<file path="src/rtl/fp16_vec_accumulator_if.sv">
// Stream bundle between the PE product stage, the FP16 vector accumulator and writeback.
// master drives elements and accepts sums; slave is the accumulator.
interface fp16_vec_accumulator_if #(
   parameter int MAX_LEN = 16
);
   localparam int CNT_W = $clog2(MAX_LEN + 1);

   logic             in_valid;
   logic             in_ready;
   logic [15:0]      in_data;
   logic             in_last;
   logic             clear;
   logic             out_valid;
   logic             out_ready;
   logic [15:0]      out_data;
   logic [CNT_W-1:0] out_len;
   logic             out_trunc;

   modport master (
      output in_valid,
      output in_data,
      output in_last,
      output clear,
      output out_ready,
      input  in_ready,
      input  out_valid,
      input  out_data,
      input  out_len,
      input  out_trunc
   );

   modport slave (
      input  in_valid,
      input  in_data,
      input  in_last,
      input  clear,
      input  out_ready,
      output in_ready,
      output out_valid,
      output out_data,
      output out_len,
      output out_trunc
   );
endinterface

</file>
<file path="src/rtl/fp16_vec_accumulator.sv">
// Streaming FP16 vector reduction: sums one element per beat into a registered accumulator
// and holds the finished sum on a valid/ready output until writeback takes it.

module fp16adder (
   input  logic [15:0] i_a,
   input  logic [15:0] i_b,
   output logic [15:0] o_sum
);
   logic        w_aBig;
   logic [15:0] w_big;
   logic [15:0] w_small;
   logic [4:0]  w_expDiff;
   logic [10:0] w_manBig;
   logic [10:0] w_manSmall;
   logic [10:0] w_manShift;
   logic [11:0] w_manSum;
   logic [10:0] w_manDiff;
   logic [3:0]  w_lz;
   logic [10:0] w_manNorm;

   // Exponent 0 is treated as zero; the smaller operand is aligned by truncating shift.
   always_comb begin
      w_aBig     = (i_a[14:0] >= i_b[14:0]);
      w_big      = w_aBig ? i_a : i_b;
      w_small    = w_aBig ? i_b : i_a;
      w_expDiff  = w_big[14:10] - w_small[14:10];
      w_manBig   = {1'b1, w_big[9:0]};
      w_manSmall = {1'b1, w_small[9:0]};
      w_manShift = (w_expDiff > 5'd10) ? 11'd0 : (w_manSmall >> w_expDiff);
      w_manSum   = {1'b0, w_manBig} + {1'b0, w_manShift};
      w_manDiff  = w_manBig - w_manShift;
      w_lz       = 4'd0;
      for (int i = 0; i < 11; i++) begin
         if (w_manDiff[i]) begin
            w_lz = 4'(10 - i);
         end
      end
      w_manNorm = w_manDiff << w_lz;
      o_sum     = 16'h0000;
      if (i_a[14:10] == 5'd0) begin
         o_sum = i_b;
      end else if (i_b[14:10] == 5'd0) begin
         o_sum = i_a;
      end else if (i_a[15] == i_b[15]) begin
         if (w_manSum[11]) begin
            o_sum = {w_big[15], w_big[14:10] + 5'd1, w_manSum[10:1]};
         end else begin
            o_sum = {w_big[15], w_big[14:10], w_manSum[9:0]};
         end
      end else if ((w_manDiff == 11'd0) || ({1'b0, w_big[14:10]} <= {2'b00, w_lz})) begin
         o_sum = 16'h0000;
      end else begin
         o_sum = {w_big[15], w_big[14:10] - {1'b0, w_lz}, w_manNorm[9:0]};
      end
   end
endmodule

module fp16_vec_accumulator #(
   parameter int MAX_LEN = 16
) (
   input  logic                        clk,
   input  logic                        rst,
   fp16_vec_accumulator_if.slave       io_bus
);
   localparam int CNT_W = $clog2(MAX_LEN + 1);

   typedef enum logic {
      ACC,
      HOLD
   } state_t;

   state_t           r_state;
   state_t           w_nextState;
   logic [15:0]      r_acc;
   logic [CNT_W-1:0] r_cnt;
   logic [15:0]      r_outData;
   logic [CNT_W-1:0] r_outLen;
   logic             r_outTrunc;
   logic [15:0]      w_sum;
   logic             w_inReady;
   logic             w_outValid;
   logic             w_beat;
   logic             w_take;
   logic             w_endVec;

   fp16adder u_adder (
      .i_a   (r_acc),
      .i_b   (io_bus.in_data),
      .o_sum (w_sum)
   );

   assign w_beat   = io_bus.in_valid & w_inReady;
   assign w_take   = w_beat & ~io_bus.clear;
   assign w_endVec = io_bus.in_last | (r_cnt == CNT_W'(MAX_LEN - 1));

   always_ff @(posedge clk) begin
      if (rst) begin
         r_state <= ACC;
      end else begin
         r_state <= w_nextState;
      end
   end

   always_comb begin
      w_nextState = r_state;
      w_inReady   = 1'b0;
      w_outValid  = 1'b0;
      case (r_state)
         ACC: begin
            w_inReady = ~rst;
            if (w_take && w_endVec) begin
               w_nextState = HOLD;
            end
         end
         HOLD: begin
            w_outValid = 1'b1;
            if (io_bus.out_ready) begin
               w_nextState = ACC;
            end
         end
         default: w_nextState = ACC;
      endcase
   end

   // A clear in ACC wins over a same-cycle beat, which is silently dropped.
   always_ff @(posedge clk) begin
      if (rst) begin
         r_acc      <= 16'h0000;
         r_cnt      <= '0;
         r_outData  <= 16'h0000;
         r_outLen   <= '0;
         r_outTrunc <= 1'b0;
      end else begin
         case (r_state)
            ACC: begin
               if (io_bus.clear) begin
                  r_acc <= 16'h0000;
                  r_cnt <= '0;
               end else if (w_beat) begin
                  r_acc <= w_sum;
                  r_cnt <= r_cnt + CNT_W'(1);
                  if (w_endVec) begin
                     r_outData  <= w_sum;
                     r_outLen   <= r_cnt + CNT_W'(1);
                     r_outTrunc <= ~io_bus.in_last;
                  end
               end
            end
            HOLD: begin
               if (io_bus.out_ready) begin
                  r_acc <= 16'h0000;
                  r_cnt <= '0;
               end
            end
            default: begin
               r_acc <= 16'h0000;
               r_cnt <= '0;
            end
         endcase
      end
   end

   assign io_bus.in_ready  = w_inReady;
   assign io_bus.out_valid = w_outValid;
   assign io_bus.out_data  = r_outData;
   assign io_bus.out_len   = r_outLen;
   assign io_bus.out_trunc = r_outTrunc;
endmodule
</file>
<file path="src/flat_wrapper.sv">
// flat-port wrapper written by rule: the top's interface ports become plain ports
module fp16_vec_accumulator_flat 
#(
   parameter int MAX_LEN = 16
)
  (clk, rst, io_bus_in_valid, io_bus_in_data, io_bus_in_last, io_bus_clear, io_bus_out_ready, io_bus_in_ready, io_bus_out_valid, io_bus_out_data, io_bus_out_len, io_bus_out_trunc);
  fp16_vec_accumulator_if #(.MAX_LEN(MAX_LEN)) io_bus_i ();
  input  logic clk;
  input  logic rst;
  input wire logic [$bits(io_bus_i.in_valid)-1:0] io_bus_in_valid;
  input wire logic [$bits(io_bus_i.in_data)-1:0] io_bus_in_data;
  input wire logic [$bits(io_bus_i.in_last)-1:0] io_bus_in_last;
  input wire logic [$bits(io_bus_i.clear)-1:0] io_bus_clear;
  input wire logic [$bits(io_bus_i.out_ready)-1:0] io_bus_out_ready;
  output wire logic [$bits(io_bus_i.in_ready)-1:0] io_bus_in_ready;
  output wire logic [$bits(io_bus_i.out_valid)-1:0] io_bus_out_valid;
  output wire logic [$bits(io_bus_i.out_data)-1:0] io_bus_out_data;
  output wire logic [$bits(io_bus_i.out_len)-1:0] io_bus_out_len;
  output wire logic [$bits(io_bus_i.out_trunc)-1:0] io_bus_out_trunc;
  assign io_bus_i.in_valid = io_bus_in_valid;
  assign io_bus_i.in_data = io_bus_in_data;
  assign io_bus_i.in_last = io_bus_in_last;
  assign io_bus_i.clear = io_bus_clear;
  assign io_bus_i.out_ready = io_bus_out_ready;
  assign io_bus_in_ready = io_bus_i.in_ready;
  assign io_bus_out_valid = io_bus_i.out_valid;
  assign io_bus_out_data = io_bus_i.out_data;
  assign io_bus_out_len = io_bus_i.out_len;
  assign io_bus_out_trunc = io_bus_i.out_trunc;
  fp16_vec_accumulator #(.MAX_LEN(MAX_LEN)) u_core (.clk(clk), .rst(rst), .io_bus(io_bus_i));
endmodule
</file>
<file path="config.mk">
export PLATFORM = sky130hd
export DESIGN_NAME = fp16_vec_accumulator_flat
export DESIGN_NICKNAME = d
export VERILOG_FILES = /design/src/rtl/fp16_vec_accumulator_if.sv /design/src/rtl/fp16_vec_accumulator.sv /design/src/flat_wrapper.sv
export SDC_FILE = /design/constraint.sdc
export NUM_CORES = 1
export LEC_CHECK = 0
export ABC_AREA = 1
export BUFFER_PORTS_ARGS = -buffer_cell sky130_fd_sc_hd__buf_2
export CAP_MARGIN = 5
export CORE_ASPECT_RATIO = 0.8
export CORE_MARGIN = 2
export CORE_UTILIZATION = 45
export CTS_CLUSTER_DIAMETER = 30
export DETAILED_ROUTE_END_ITERATION = 10
export GPL_ROUTABILITY_DRIVEN = 0
export HOLD_SLACK_MARGIN = 0.02
export PLACE_DENSITY = 0.61
export SYNTH_ARGS = -nofsm -noshare
export SYNTH_HDL_FRONTEND = slang
export SYNTH_SLANG_ARGS = --single-unit
</file>
<file path="constraint.sdc">
create_clock -name clk -period 10.1 [get_ports clk]
set_input_delay 2.02 -clock clk [delete_from_list [all_inputs] [get_ports clk]]
set_output_delay 2.02 -clock clk [all_outputs]
set_load 0.005 [all_outputs]
</file>
* Yosys cells after proc, flatten, opt, wreduce, memory -nomap -nowiden
Cells that the tools add are included.
** Cells by class
- $add $sub $neg :: 6
- Reduce and logical (&&, ||, !) cells :: 7
- Bitwise gates (word level) :: 7
- Equality and inequality tests :: 4
- $lt $le $gt $ge :: 3
- Shift operators :: 2
- Multiplexer cells :: 32
** Operator list (count)
- $mux 16 :: 8
- $mux 4 :: 11
- $pmux 16 s2 :: 1
- $mux 15 :: 2
- $ge 15x15->1 :: 1
- $mux 5 :: 3
- $add 11x11->12 :: 1
- $logic_not 11->1 :: 1
- $mux 11 :: 1
- $shl 11x4->10 :: 1
- $shr 11x5->11 :: 1
- $sub 11x11->11 :: 1
- $add 5x1->5 const B :: 2
- $logic_not 5->1 :: 2
- $pmux 5 s2 :: 1
- $eq 5x4->1 const B :: 1
- $gt 5x4->1 const B :: 1
- $le 5x4->1 :: 1
- $sub 5x4->5 :: 1
- $sub 5x5->5 :: 1
- $mux 1 :: 4
- $not 1->1 :: 4
- $reduce_and 4->1 :: 1
- $ne 3x2->1 const B :: 1
- other kinds (8) :: 9
** Storage, ports and cells
- Bits of input ports :: 22
- Output and inout bits :: 24
- Register bits after elaboration :: 44

* Depth between registers and ports, before layout
- Word-level depth :: 26
- Depth in mapped cells :: 50
- Depth with buffers taken out :: 48

* Cells and area by module
Synthesis repeated with hierarchy kept, for this count alone.
** Unflattened totals
- Cells, all modules :: 980
- Area, all modules :: 5629.1 um^2
** By module, submodules not included
- fp16adder :: area each 3657.3 um^2, cells each 685, times used 1
- fp16_vec_accumulator :: area each 1971.9 um^2, cells each 295, times used 1

* Worst setup path after synthesis
No wires, ideal clock.
- Path kind :: input-to-reg
- From :: input io_bus_in_data[10]
- To :: register u_core.r_outData[14] (netlist: u_core.io_bus.out_data[14])
- Data arrival time :: 7.769 ns
- Slack :: 2.260 ns
- Stages :: 39
- Path through :: inv_1 ha_1 buf_4 nand2_2 nor2_1 nand2_1 nor2_1 nor2_2 nand3_4 nand2_1 nand3_2 ha_1 clkbuf_1 clkinv_1 o221ai_1 nor2_1 o22ai_1 nor2_1 [3 not listed] xor2_1 o21ai_0 nand2_1 a21oi_1 o21bai_2 nand3_2 inv_1 ha_1 inv_1 fa_1 a221oi_1 mux2i_1 a21oi_1 xor2_1 nand2_1 o211ai_1 nand3_1 a21oi_1
** Between the ends
- Word-level cells in the longest chain between the ends :: 23
** RTL lines
- start, declared :: line flat_wrapper.sv:11 : input wire logic [$bits(io_bus_i.in_data)-1:0] io_bus_in_data;
- $ge 15x15->1 :: line fp16_vec_accumulator.sv:23 : w_aBig = (i_a[14:0] >= i_b[14:0]);
- $mux 16 or $mux 15 (tied branches) :: line fp16_vec_accumulator.sv:24, fp16_vec_accumulator.sv:25
- $sub 5x5->5 :: line fp16_vec_accumulator.sv:26 : w_expDiff = w_big[14:10] - w_small[14:10];
- $gt 5x4->1 or $shr 11x5->11 (tied branches) :: line fp16_vec_accumulator.sv:29 : w_manShift = (w_expDiff > 5'd10) ? 11'd0 : (w_manSmall >> w_expDiff);
- $mux 11 :: line fp16_vec_accumulator.sv:29
- $sub 11x11->11 :: line fp16_vec_accumulator.sv:31 : w_manDiff = w_manBig - w_manShift;
- $mux 4 (11 in a row) :: line fp16_vec_accumulator.sv:34 : if (w_manDiff[i]) begin
- $le 5x4->1 :: line fp16_vec_accumulator.sv:50 : end else if ((w_manDiff == 11'd0) || ({1'b0, w_big[14:10]} <= {2'b00, w_lz})) begin
- $logic_or 1x1->1 :: line fp16_vec_accumulator.sv:50
- $mux 16 :: line fp16_vec_accumulator.sv:50
- $mux 16 :: line fp16_vec_accumulator.sv:44 : end else if (i_a[15] == i_b[15]) begin
- $mux 16 (*) :: line fp16_vec_accumulator.sv:42 : end else if (i_b[14:10] == 5'd0) begin
- $mux 16 (*) :: line fp16_vec_accumulator.sv:40 : if (i_a[14:10] == 5'd0) begin
- end signal, assigned :: line fp16_vec_accumulator.sv:143 : r_outData <= w_sum;
- end, declared :: line fp16_vec_accumulator.sv:76 : logic [15:0] r_outData;
Every way passes the cells marked *; elsewhere a longest branch is shown, timed or not.
A chain may end at the register's enable or synchronous reset.

* Worst setup path after layout
Same ends and word-level chain as after synthesis.

==> qor_table.md <==
| Quantity | This run |
|---|---|
| CTS-repair resized insts | 0 |
| Die span in y | 100.5 um |
| Synthesis Warnings | 0 |
| Number of CTS-inserted buffers | 5 |
| Fin crit share | 91.05% |
| First DRT Iteration DRCs | 696 |
| Slowest library cell on the worst path | xor2_1 |
| Cell depth of the worst setup path | 39 |
| Maximum number of pins on one net before global-route repair | 44 |
| Die boundary width | 124.6 um |
| Worst r2r dst | u_core.io_bus.out_data[14] |
| Path class of the lowest-slack min-delay path | reg -> reg |
| Startpoint class of the critical path | primary input |
| Placement-stage cell area | 5540 um2 |
| Post-synthesis instance area | 5233 um2 |
| Total power density per cell area | 140.7 nW/um2 |
| Post-CTS setup-driven buffer insertion count | 0 |
| Inserted Diodes | 0 |
| Result of the run | completed |
| Share of cells above drive strength 1 | 11.04% |
| Most frequent cells in the layout | 258 x nand2_1, 100 x inv_1, 96 x nand3_1 |
| Reg2Reg Launch Point | u_core.r_acc[10] |
| Family of cells with the greatest summed delay on the critical path | compound AO/OA/AOI/OAI gates |
| Number of antenna violations at the first check in global routing | 0 |
| Dpl cells | 1046 |
| Critical Path RT | 10.31 ns |
| Per-cell routed wire length | 15.62 um |
| Final critical delay including setup and external delays | 9.196 ns |
| Final antenna-violating net count | 0 |
| Combinational share of power | 53.4% |
| Root Buffer | clkbuf_16 |
| Peak fanout along the critical path | 34 |
| Post-synth EDFFs | 0 |
| Final hold violation count | 0 |
| # fillers | 1189 |
| Clock Tree Buf Depth | 2 |
| MaxCap Viol Count | 0 |
| Part of the power in registers | 22.9% |
| Via count of the first global-routing pass | 5221 |
| Initial core utilization | 45.78% |
| Sum of negative setup slack | 0 ns |
| Number of hold-repair buffers added at the cts stage | 0 |
| I/O pins | 46 |
| Post-detailed-placement half-perimeter wirelength | 13240 um |
| TritonCTS clock tree | done |
| Detailed-route DRC error count | 0 |
| Internal power | 0.4403 mW |
| Average footprint of a synthesized cell | 5.946 um2 |
| Sequential area share after synthesis | 16.83% |
| RSZ-0062 raised after global routing | false |
| Net count after synthesis | 948 |
| Worst-path clk slew | 0.06 ns |
| Switching share of power | 45.27% |
| Critical Path End | u_core.io_bus.out_data[14] |
| Total global routing track utilization | 25.70% |
| Switching pwr | 0.3642 mW |
| Worst R2R Setup Slack | 2.45 ns |
| Main flop type after synthesis | dfxtp_1 |
| Non-Filler Instances | 1054 |
| Sum of overflow across all layers after global routing | 0 |
| Critical Path End Type | flip-flop |
| Net count of the finished layout | 973 |
| Area contributors post-synth | nand2_1 19%, dfxtp_1 17%, ha_1 10% |
| Distinct cell type count of the synthesized netlist | 47 |
| Total detailed-routing wirelength | 16460 um |
| Synth async-reset ratio | 0% |
| Critical Path Start | io_bus_in_data[10] |
| Floorplan die area | 12510 um2 |
| Source-to-sink clock delay at the later pin of the worst-skew pair | 0.28 ns |
| Setup-failing EPs final | 0 |
| Clk_skew | 0.005254 ns |
| Arrival @ worst endpoint | 9.40 ns |
| VDD IR max | 0.08906 mV |
| Relative slew slack | 46.01% |
| Total vias in the final route | 5966 |
| Highest clock frequency the design can meet | 108.7 MHz |
| Worst Setup Path Type | in -> reg |
| Total number of placement rows | 35 |
| Post-route cell area | 5718 um2 |
| Transition at the pin with the smallest max-transition slack | 0.8099 ns |
| Clk network pwr share | 23.7% |
| Slew Viols, Final | 0 |
| LEAKAGE | 2.842 nW |
| Max stage delay on crit path | 0.56 ns |
| Layout-stage area growth over the synthesis result | 9.278% |
| # H-tree levels | 2 |
| Via density per instance | 5.660 |
| Fraction of post-synthesis cell area in the top cell type by area | 18.51% |
| Fin util | 50.03% |
| Cell count after synthesis | 880 |
| Worst r2r path cells | 37 |
| Number of sinks driven by the clock tree | 44 |
| First-pass GRT wire length | 26360 um |
| First drt pass iteration count | 6 |
| Worst path bufs/invs | 7 |
| Area of the core | 11430 um2 |
| Input/output buffers | 45 |
| Dominant cell type by area after synthesis | nand2_1 |
| Commonest non-fill, non-tap cell in the layout | nand2_1 |
| Post-synthesis register bit count | 44 |
[how the worst min path moves through the flow]
stage / depth (start not counted) / end / start / slack [ns]
global placement: 2 / u_core.r_cnt[3] / u_core.r_cnt[3] / 0.45
floorplan: 2 / u_core.r_cnt[3] / u_core.r_cnt[3] / 0.44
CTS: 2 / u_core.io_bus.out_data[12] / u_core.io_bus.out_data[12] / 0.46
detailed placement: 2 / u_core.io_bus.out_data[12] / u_core.io_bus.out_data[12] / 0.46
finish: 2 / u_core.io_bus.out_len[2] / u_core.io_bus.out_len[2] / 0.46
global route: 2 / u_core.io_bus.out_data[12] / u_core.io_bus.out_data[12] / 0.49
[cell usage after synthesis (2+ instances only)]
| master | n |
|---|---|
| nand3_4 | 2 |
| nor2_2 | 2 |
| nand2_1 | 258 |
| nand2_2 | 11 |
| o211ai_1 | 10 |
| fa_1 | 3 |
| buf_2 | 8 |
| a21oi_2 | 2 |
| dfxtp_1 | 44 |
| nand3b_1 | 3 |
| o311ai_0 | 3 |
| nand4_1 | 11 |
| a21oi_1 | 84 |
| inv_1 | 100 |
| a221oi_1 | 2 |
| inv_2 | 4 |
| o21bai_2 | 2 |
| nand2_4 | 4 |
| o21ai_1 | 4 |
| o31ai_1 | 2 |
| o21bai_1 | 2 |
| o22ai_1 | 3 |
| o221ai_1 | 2 |
| xor2_1 | 15 |
| a211oi_1 | 2 |
| nor2_1 | 51 |
| ha_1 | 43 |
| xnor2_1 | 3 |
| or2_2 | 2 |
| nand3_2 | 8 |
| o21a_1 | 4 |
| nor3_1 | 3 |
| clkinv_1 | 4 |
| o21ai_0 | 52 |
| nand3_1 | 96 |
| clkbuf_1 | 20 |
[worst reg2reg max path: cells and delay by family, from the launching register on]
family	cells	cell delay, ns
adders and majority gates	5	1.71
buffers and inverters	5	0.92
AOI/OAI and AO/OA	14	2.41
DFF	1	0.36
xor gates and xnor gates	2	0.73
and+or+nand+nor	10	1.34
muxes	1	0.11
[metrics by stage]
step | total power [mW] | setup WS (ns) | hold slack [ns]
floorplan | 0.5057 | 2.261 | 0.4409
global placement | 0.6003 | 1.070 | 0.4484
detailed placement | 0.6056 | 0.7895 | 0.4552
CTS | 0.7975 | 1.070 | 0.4647
global route | 0.8640 | 0.05815 | 0.4899
finish | 0.8045 | 0.9037 | 0.4616
[routing by layer]
layer	GRT usage (%)	wire length (um)
met1	38.16	7652
met2	40.94	7102
met3	2.813	1532
met4	4.062	172
met5	0	0
[final cells by class]
| type | instances | area (um2) | area share (%) |
|---|---|---|---|
| Inverter | 108 | 405.4 | 7.090 |
| Tap cell | 148 | 185.2 | 3.239 |
| Clock buffer | 6 | 138.9 | 2.429 |
| Sequential cell | 44 | 880.8 | 15.40 |
| Clock inverter | 2 | 38.79 | 0.6783 |
| Multi-Input combinational cell | 697 | 3814 | 66.70 |
| Timing Repair Buffer | 49 | 255.2 | 4.464 |
[power groups by stage]
stage / clock (mW) / combinational [mW] / sequential, mW
floorplan: 0 / 0.320 / 0.186
global placement: 0 / 0.413 / 0.188
detailed placement: 0 / 0.418 / 0.188
CTS: 0.194 / 0.420 / 0.184
global route: 0.201 / 0.478 / 0.185
finish: 0.191 / 0.429 / 0.184
[flip-flops by register name, indices dropped and copies added, names as in the netlist]
register,flops
u_core.io_bus.out_trunc,1
u_core.r_acc,16
u_core.io_bus.out_data,16
u_core.r_state,1
u_core.io_bus.out_len,5
u_core.r_cnt,5
[cell families after synthesis]
kind of cell / Yosys count / synth area share, %
and+or+nand+nor: 454 / 38.76
DFF: 44 / 16.83
muxes: 1 / 0.1913
AOI/OAI and AO/OA: 177 / 19.08
buffers and inverters: 139 / 10.38
adders and majority gates: 46 / 11.43
xor gates and xnor gates: 19 / 3.324
Power figures use the tool's default switching activity.
